$ cat src/rtl/cpu_pkg.sv
// Shared core package: RISC-V opcode constants, the immediate-select code
// consumed by decode and the immediate extender, and the fetch-queue entry.
package cpu_pkg;

    localparam logic [6:0] OP_IMM = 7'b0010011;
    localparam logic [6:0] LOAD   = 7'b0000011;
    localparam logic [6:0] JALR   = 7'b1100111;
    localparam logic [6:0] STORE  = 7'b0100011;
    localparam logic [6:0] BRANCH = 7'b1100011;
    localparam logic [6:0] JAL    = 7'b1101111;
    localparam logic [6:0] LUI    = 7'b0110111;
    localparam logic [6:0] AUIPC  = 7'b0010111;
    localparam logic [6:0] SYSTEM = 7'b1110011;

    typedef enum logic [2:0] {
        IMM_I    = 3'b000,
        IMM_S    = 3'b001,
        IMM_B    = 3'b010,
        IMM_J    = 3'b011,
        IMM_U    = 3'b100,
        IMM_CSR  = 3'b101,
        IMM_NONE = 3'b111
    } imm_src_t;

    typedef struct packed {
        logic [31:0] pc;
        logic [31:0] instr;
        logic        pred_taken;
        imm_src_t    imm_src;
        logic        is_ctrl;
    } fq_entry_t;

endpackage

$ cat src/rtl/fq_predecode.sv
// Combinational predecoder applied to each instruction as it enters the
// fetch queue.
//   instr   : 32-bit instruction word
//   imm_src : immediate-select code for the extender
//   is_ctrl : instruction is BRANCH, JAL or JALR
module fq_predecode
    import cpu_pkg::*;
(
    input  logic [31:0] instr,
    output imm_src_t    imm_src,
    output logic        is_ctrl
);

    // Only the opcode and funct3[2] matter here.
    logic unused_bits;
    assign unused_bits = ^{instr[31:15], instr[13:7]};

    always_comb begin
        imm_src = IMM_NONE;
        is_ctrl = 1'b0;
        case (instr[6:0])
            OP_IMM, LOAD: imm_src = IMM_I;
            JALR: begin
                imm_src = IMM_I;
                is_ctrl = 1'b1;
            end
            STORE:        imm_src = IMM_S;
            BRANCH: begin
                imm_src = IMM_B;
                is_ctrl = 1'b1;
            end
            JAL: begin
                imm_src = IMM_J;
                is_ctrl = 1'b1;
            end
            LUI, AUIPC:   imm_src = IMM_U;
            // funct3[2] separates the CSR*I forms (zimm in rs1 field)
            // from the register forms and ECALL/EBREAK.
            SYSTEM:       imm_src = instr[14] ? IMM_CSR : IMM_I;
            default:      imm_src = IMM_NONE;
        endcase
    end

endmodule

$ cat src/rtl/fetch_queue.sv
// Instruction queue between fetch and decode. Stores {pc, instr,
// pred_taken} plus the predecoded immediate select and control-flow flag.
//   clk, rst_n        : clock, synchronous active-low reset
//   flush             : redirect; drops every entry and any push this cycle
//   in_valid/in_ready : fetch-side handshake with in_pc, in_instr,
//                       in_pred_taken
//   out_valid/out_ready : decode-side handshake; out_* show the head entry
//   count             : occupancy after the last edge
module fetch_queue
    import cpu_pkg::*;
#(
    parameter int DEPTH = 4
) (
    input  logic                     clk,
    input  logic                     rst_n,
    input  logic                     flush,
    input  logic                     in_valid,
    output logic                     in_ready,
    input  logic [31:0]              in_pc,
    input  logic [31:0]              in_instr,
    input  logic                     in_pred_taken,
    output logic                     out_valid,
    input  logic                     out_ready,
    output logic [31:0]              out_pc,
    output logic [31:0]              out_instr,
    output logic                     out_pred_taken,
    output logic [2:0]               out_imm_src,
    output logic                     out_is_ctrl,
    output logic [$clog2(DEPTH):0]   count
);

    localparam int AW = $clog2(DEPTH);
    localparam int PW = AW + 1;

    fq_entry_t       mem [DEPTH];
    logic [PW-1:0]   wptr;
    logic [PW-1:0]   rptr;
    logic            full;
    logic            empty;
    logic            push;
    logic            pop;
    imm_src_t        pd_imm;
    logic            pd_ctrl;
    fq_entry_t       head;

    fq_predecode u_predecode (
        .instr   (in_instr),
        .imm_src (pd_imm),
        .is_ctrl (pd_ctrl)
    );

    // Extra pointer MSB: equal low bits with differing MSB means full.
    assign empty = (wptr == rptr);
    assign full  = (wptr[AW] != rptr[AW]) && (wptr[AW-1:0] == rptr[AW-1:0]);

    // Each ready/valid depends only on local state, flush and reset.
    assign in_ready  = !full && !flush && rst_n;
    assign out_valid = !empty && !flush && rst_n;

    assign push = in_valid && in_ready;
    assign pop  = out_valid && out_ready;

    always_ff @(posedge clk) begin
        if (!rst_n) begin
            wptr <= '0;
            rptr <= '0;
            for (int i = 0; i < DEPTH; i++) begin
                mem[i] <= '0;
            end
        end else if (flush) begin
            wptr <= '0;
            rptr <= '0;
        end else begin
            if (push) begin
                mem[wptr[AW-1:0]] <= '{pc:         in_pc,
                                       instr:      in_instr,
                                       pred_taken: in_pred_taken,
                                       imm_src:    pd_imm,
                                       is_ctrl:    pd_ctrl};
                wptr <= wptr + PW'(1);
            end
            if (pop) begin
                rptr <= rptr + PW'(1);
            end
        end
    end

    assign head = mem[rptr[AW-1:0]];

    // Outputs are forced to zero while reset is held.
    assign count          = rst_n ? (wptr - rptr) : '0;
    assign out_pc         = rst_n ? head.pc : 32'h0;
    assign out_instr      = rst_n ? head.instr : 32'h0;
    assign out_pred_taken = rst_n ? head.pred_taken : 1'b0;
    assign out_imm_src    = rst_n ? 3'(head.imm_src) : 3'b000;
    assign out_is_ctrl    = rst_n ? head.is_ctrl : 1'b0;

endmodule

$ cat config.mk
export PLATFORM = sky130hd
export DESIGN_NAME = fetch_queue
export DESIGN_NICKNAME = d
export VERILOG_FILES = /design/src/rtl/cpu_pkg.sv /design/src/rtl/fq_predecode.sv /design/src/rtl/fetch_queue.sv
export SDC_FILE = /design/constraint.sdc
export NUM_CORES = 1
export LEC_CHECK = 0
export BUFFER_PORTS_ARGS = -buffer_cell sky130_fd_sc_hd__buf_4
export CORE_MARGIN = 2
export CORE_UTILIZATION = 38
export CTS_BUF_LIST = sky130_fd_sc_hd__clkbuf_8
export CTS_CLUSTER_SIZE = 24
export DETAILED_ROUTE_END_ITERATION = 12
export GPL_TIMING_DRIVEN = 0
export PLACE_DENSITY = 0.61
export SLEW_MARGIN = 20
export SYNTH_ARGS = -nofsm -noshare
export SYNTH_HDL_FRONTEND = slang
export SYNTH_SLANG_ARGS = --single-unit
$ cat constraint.sdc
create_clock -name clk -period 13.75 [get_ports clk]
set_input_delay 0 -clock clk [delete_from_list [all_inputs] [get_ports clk]]
set_output_delay 0 -clock clk [all_outputs]
set_load 0.05 [all_outputs]
* Word-level counts from Yosys, hierarchy flattened
Memory sizes are Yosys's and may differ from the RTL's. A register that Yosys moved wholly into a read port is not among the register bits. Index checks and enable logic that the tools add are counted.
Storage, ports and cells: bits in registers 6, bits of input ports 70, output and inout bits 74, RAM bits 276, word-level logic and storage cells 53, memories kept 1
Operators by class: reductions and logical operators 15, bitwise logic cells 1, multiplexer cells 19, equal/unequal tests 12, add/sub/neg operators 3
Memory list:
- mem | words 4, bits a word 69, read ports 1, clocked after Yosys merged registers in 1, wr ports 4, line fetch_queue.sv:35 | fq_entry_t mem [DEPTH];
Operator list (number):
- 2-to-1 mux 69 bit | 1
- OR reduction 69 bit | 1
- 2-to-1 mux 32 bit | 2
- equality test 7 bit (second input constant) | 4
- case mux 3 bit (6 select lines) | 1
- equality test 7 x 5 -> 1 bit (second input constant) | 2
- equality test 7 x 6 -> 1 bit (second input constant) | 2
- 2-to-1 mux 1 bit | 9
- 2-to-1 mux 3 bit | 3
- equality test 7 x 2 -> 1 bit (second input constant) | 1
- logical AND 1 bit | 7
- adder 3 x 1 -> 3 bit (second input constant) | 2
- 2-to-1 mux 2 bit | 3
- OR reduction 3 bit | 2
- OR reduction 2 bit | 2
- equality test 3 bit | 1
- logical NOT 1 bit | 3
- subtractor 3 bit | 1
- equality test 2 bit | 1
- inequality test 1 bit | 1
- NOT 1 bit | 1

* Logic depth before layout (Yosys ltp)
depth in word-level cells 12, depth in mapped cells 8, gate-level depth less buffers 6

* Cells and area by module
Synthesis repeated with hierarchy kept, for this count alone.
Unflattened totals: cells, all modules 903, area total of the unflattened synthesis 12774.8 um^2
Modules (own cells, without submodules):
- fetch_queue | area an instance 12574.6 um^2, seq. area each 8448.1 um^2, times used 1, cells each 875
- fq_predecode | area an instance 200.2 um^2, seq. area each 0.0 um^2, times used 1, cells each 28

* Worst setup path after synthesis
Ideal clock, no wire load.
path kind register to register, start point reg wptr[0], end point mem mem[3][0] (netlist name) (enable), clock period less this slack 6.891 ns, data arrival time 6.292 ns, data required time 13.151 ns, setup slack 6.859 ns, path buffers 0, stages on the path, launching flop included 6, library setup time 0.599 ns, cells stage by stage dfxtp_1 inv_1 ha_1 nand2_1 o211ai_4 o31ai_1
RTL lines:
- start: declaration | line fetch_queue.sv:36 | logic [PW-1:0] wptr;
- start signal: assignment | line fetch_queue.sv:80 | wptr <= wptr + PW'(1);
- end: declaration | line fetch_queue.sv:35

==> flow_summary.yaml <==
critical_path:
  critical_path_buf_inv_count: 3
  timing.critical_path.arrival_ns: 3.58
  setup.worst_path.class: "reg2reg"
  cp_max_fo: 41
  crit_path_cell_trace: "inv_1 > ha_1 > nand2_1 > o211a_2 > buf_4 > nand3_1 > nand2_4 > buf_16"
  worst-endpoint-required_ns: 13.97
  worst_path_dominant_cell_family: "simple AND/OR/NAND/NOR gates"
  max_stage_delay_ns: 0.50
  reg2reg_setup_slack_ns: 10.40
  rr_endpoint: "mem[1][28]"
  worst-r2r-cell-count: 8
  critical_path.startpoint_type: "flop"
  cpMaxStageDelayCell: "sky130_fd_sc_hd__nand2_4"
  worst_setup_path_end_kind: "flop"
  worstReg2RegStart: "wptr[0]"
clocking:
  path_clk_slew_ns: 0.06
  cts_tree: "yes"
  insertion_delay_ns: 0.55
  cts_inserted_buffers: 49
  clk_path_buf_depth: 3
  cts-root-buf: "sky130_fd_sc_hd__clkbuf_8"
  post_cts_gate_resize_count: 0
  cts_num_sinks: 284
  cts_max_level: 2
routing:
  drcViolationCount: 0
  first_iter_violations: 364
  firstDrtPassIters: 5
  postRouteAntennaNets: 0
  total_wire_length_mm: 30.4
  mean_routed_wirelength_per_cell_um: 19.2
  vias: 7580
  vias_per_cell: 4.78
global_routing:
  top_usage_layer: "met2"
  global_route.usage.met2_pct: 29.4
  grtUsageMet3_pct: 3.34
  first_global_vias: 8062
  grt.overflow.total: 0
  first_pass_grt_wire_length_mm: 46.4
  grt.met1_usage_pct: 22.2
  antenna_found_initial: 0
  grt_max_degree: 43
  global_route_total_usage_across_every_layer_pct: 17.3
timing:
  final_period_minus_worst_setup_slack_ns: 3.35
  relSlewSlack_pct: 42.5
  worst_pin_slew_ns: 0.862
  finalCritPeriodShare_pct: 24.4
  post_route_skew_ns: 0.0167
  fmax_mhz: 298
  hold_ws_ns: 0.0389
  setup-violations-final: 0
  finalHoldViolCount: 0
  timing.final.max_slew_violations: 0
  setup_tns_ns: 0
  setup_repair_after_global_routing_missed_its_margin: "no"
flow_run:
  drv_cap: 0
synth:
  yosys.area.top_type: "sky130_fd_sc_hd__edfxtp_1"
  synthesis.area_um2: 13000
  warnings_synthesis: 0
  ys_types: 37
  post_synth.cell_area_avg_um2: 15.8
  synth_top_area_share_pct: 63.7
  synthTopCellsByArea: "sky130_fd_sc_hd__edfxtp_1 64%, sky130_fd_sc_hd__and2_1 16%, sky130_fd_sc_hd__mux4_2 12%, sky130_fd_sc_hd__buf_6 1.6%, sky130_fd_sc_hd__dfxtp_1 1.2%"
  synth.ff_latch_count: 284
  post_synth_inst_count: 826
  synth_sequential_area_ratio_pct: 64.9
  postSynthNetCount: 901
power_and_ir_drop:
  powerDensity_nw_per_um2: 113
  static-leakage-power_uw: 0.00630
  max-vdd-ir-drop_v: 0.0000644
min_path:
  hold_crit_endpoint: "mem[1][3]"
  number_of_cells_on_the_worst_hold_path: 4
  min-delay-start: "in_instr[6]"
  hp-class: "in2reg"
finish:
  nFillCells: 3001
  final_core_utilization_pct: 48.8
  post_route_cells_drive_above_1_share_pct: 27.7
  synthToLayoutAreaGrowth_pct: 26.0
  num-nets-final: 1174
  insertedDiodeCount: 0
floorplanning:
  core_area_um2: 33600
  die-width_um: 189
  dieHeight_um: 189
  boundaryPins: 144
  initial_core_util_pct: 38.7
  rows: 67
  floorplan.die_area_um2: 35800
placed_design:
  numPortBuffers: 143
  gp_congestion: 0.747
  dp_hpwl_mm: 19.1
status:
  status: "finished clean"
worst register-to-register path: stages (launching register included):
cell,delay [ns]
sky130_fd_sc_hd__dfxtp_1,0.47
sky130_fd_sc_hd__inv_1,0.20
sky130_fd_sc_hd__ha_1,0.39
sky130_fd_sc_hd__nand2_1,0.18
sky130_fd_sc_hd__o211a_2,0.40
sky130_fd_sc_hd__buf_4,0.26
sky130_fd_sc_hd__nand3_1,0.27
sky130_fd_sc_hd__nand2_4,0.50
sky130_fd_sc_hd__buf_16,0.33
Yosys cell counts:
| library cell | instances |
|---|---|
| sky130_fd_sc_hd__a2111oi_2 | 1 |
| sky130_fd_sc_hd__a21oi_1 | 7 |
| sky130_fd_sc_hd__a311oi_1 | 1 |
| sky130_fd_sc_hd__a31oi_1 | 3 |
| sky130_fd_sc_hd__a32oi_1 | 1 |
| sky130_fd_sc_hd__and2_1 | 330 |
| sky130_fd_sc_hd__and2b_1 | 1 |
| sky130_fd_sc_hd__and4_1 | 1 |
| sky130_fd_sc_hd__buf_1 | 1 |
| sky130_fd_sc_hd__buf_2 | 7 |
| sky130_fd_sc_hd__buf_4 | 3 |
| sky130_fd_sc_hd__buf_6 | 18 |
| sky130_fd_sc_hd__clkbuf_1 | 27 |
| sky130_fd_sc_hd__dfxtp_1 | 8 |
| sky130_fd_sc_hd__edfxtp_1 | 276 |
| sky130_fd_sc_hd__fa_1 | 1 |
| sky130_fd_sc_hd__ha_1 | 4 |
| sky130_fd_sc_hd__inv_1 | 4 |
| sky130_fd_sc_hd__mux2i_1 | 2 |
| sky130_fd_sc_hd__mux4_2 | 69 |
| sky130_fd_sc_hd__nand2_1 | 9 |
| sky130_fd_sc_hd__nand2b_1 | 5 |
| sky130_fd_sc_hd__nand3_1 | 4 |
| sky130_fd_sc_hd__nand3b_1 | 2 |
| sky130_fd_sc_hd__nand4b_1 | 2 |
| sky130_fd_sc_hd__nor2_1 | 18 |
| sky130_fd_sc_hd__nor2b_1 | 2 |
| sky130_fd_sc_hd__nor3_2 | 3 |
| sky130_fd_sc_hd__nor4bb_1 | 1 |
| sky130_fd_sc_hd__o211a_2 | 1 |
| sky130_fd_sc_hd__o211ai_1 | 2 |
| sky130_fd_sc_hd__o211ai_4 | 1 |
| sky130_fd_sc_hd__o31ai_1 | 3 |
| sky130_fd_sc_hd__or3_1 | 2 |
| sky130_fd_sc_hd__xnor2_1 | 2 |
| sky130_fd_sc_hd__xnor2_2 | 1 |
| sky130_fd_sc_hd__xor2_1 | 3 |
flip-flops by register name, summed over array words and instances, names as in the netlist, named ones only:
name and flops:
rptr 3, mem 276, wptr 3
where the power goes:
part / internal [uW] / switching (uW) / total, uW
clock: 349 / 335 / 684
sequential: 986 / 8.41 / 995
combinational: 73.2 / 102 / 175
total: 1410 / 445 / 1850
worst max-delay path by stage:
stage,to,slack [ns],start,depth (start not counted)
floorplan,mem[3][0],6.86,wptr[0],5
global placement,mem[3][31],2.06,wptr[0],5
detailed placement,mem[1][26],10.39,wptr[0],8
CTS,mem[1][34],10.35,wptr[0],8
global route,mem[1][30],10.19,wptr[0],8
finish,mem[1][28],10.40,wptr[0],8
cells by family after synthesis:
logic type / after synthesis / synth area share (%)
flops: 284 / 64.9
compound gates: 20 / 1.19
simple gates: 380 / 17.9
fa+ha+maj: 5 / 0.538
xor+xnor: 6 / 0.461
mux: 71 / 12.1
buf+inv: 60 / 2.92
cell type report:
cell class	instances	area, um^2	share of cell area (%)
clock buffer	49	674	4.11
timing repair buffer	222	1930	11.8
inverter	4	15.0	0.0915
sequential	284	8450	51.5
clock inverter	40	181	1.11
buffer	56	365	2.23
multi-input combinational	482	4230	25.8
tap	448	561	3.42
placed cells by master (no fill, tap or decap), drive strengths merged, types with 9 or more instances in the layout:
cell type,n
nand2,9
clkinv,21
nor2,18
buf,182
dlygate4sd3,69
and2,330
mux4,69
inv,22
clkbuf,76
edfxtp,276
through the flow:
stage	setup WS [ns]	power (uW)	std cells	cell area [um^2]
after floorplan	6.86	1100	826	13000
after global placement	2.06	1170	1417	14700
after detailed placement	10.39	1170	1427	14900
after CTS	10.35	1880	1585	16400
after global routing	10.19	1930	1585	16400
final	10.40	1850	1585	16400
timing repair:
item / 4_1_cts / 5_1_grt
buffers inserted: 0 / 0
hold buffers: 69 / 0
hold endpoints to repair: 259 / 0
routing by layer:
metal	vias to the layer above	routed length, um	part of all wire [%]
met1	3739	12900	43
met2	223	14900	49
met4	0	747	2.5
met5	-	0	0
met3	59	1780	5.9
li1	3559	-	-
Power figures use the tool's default switching activity.
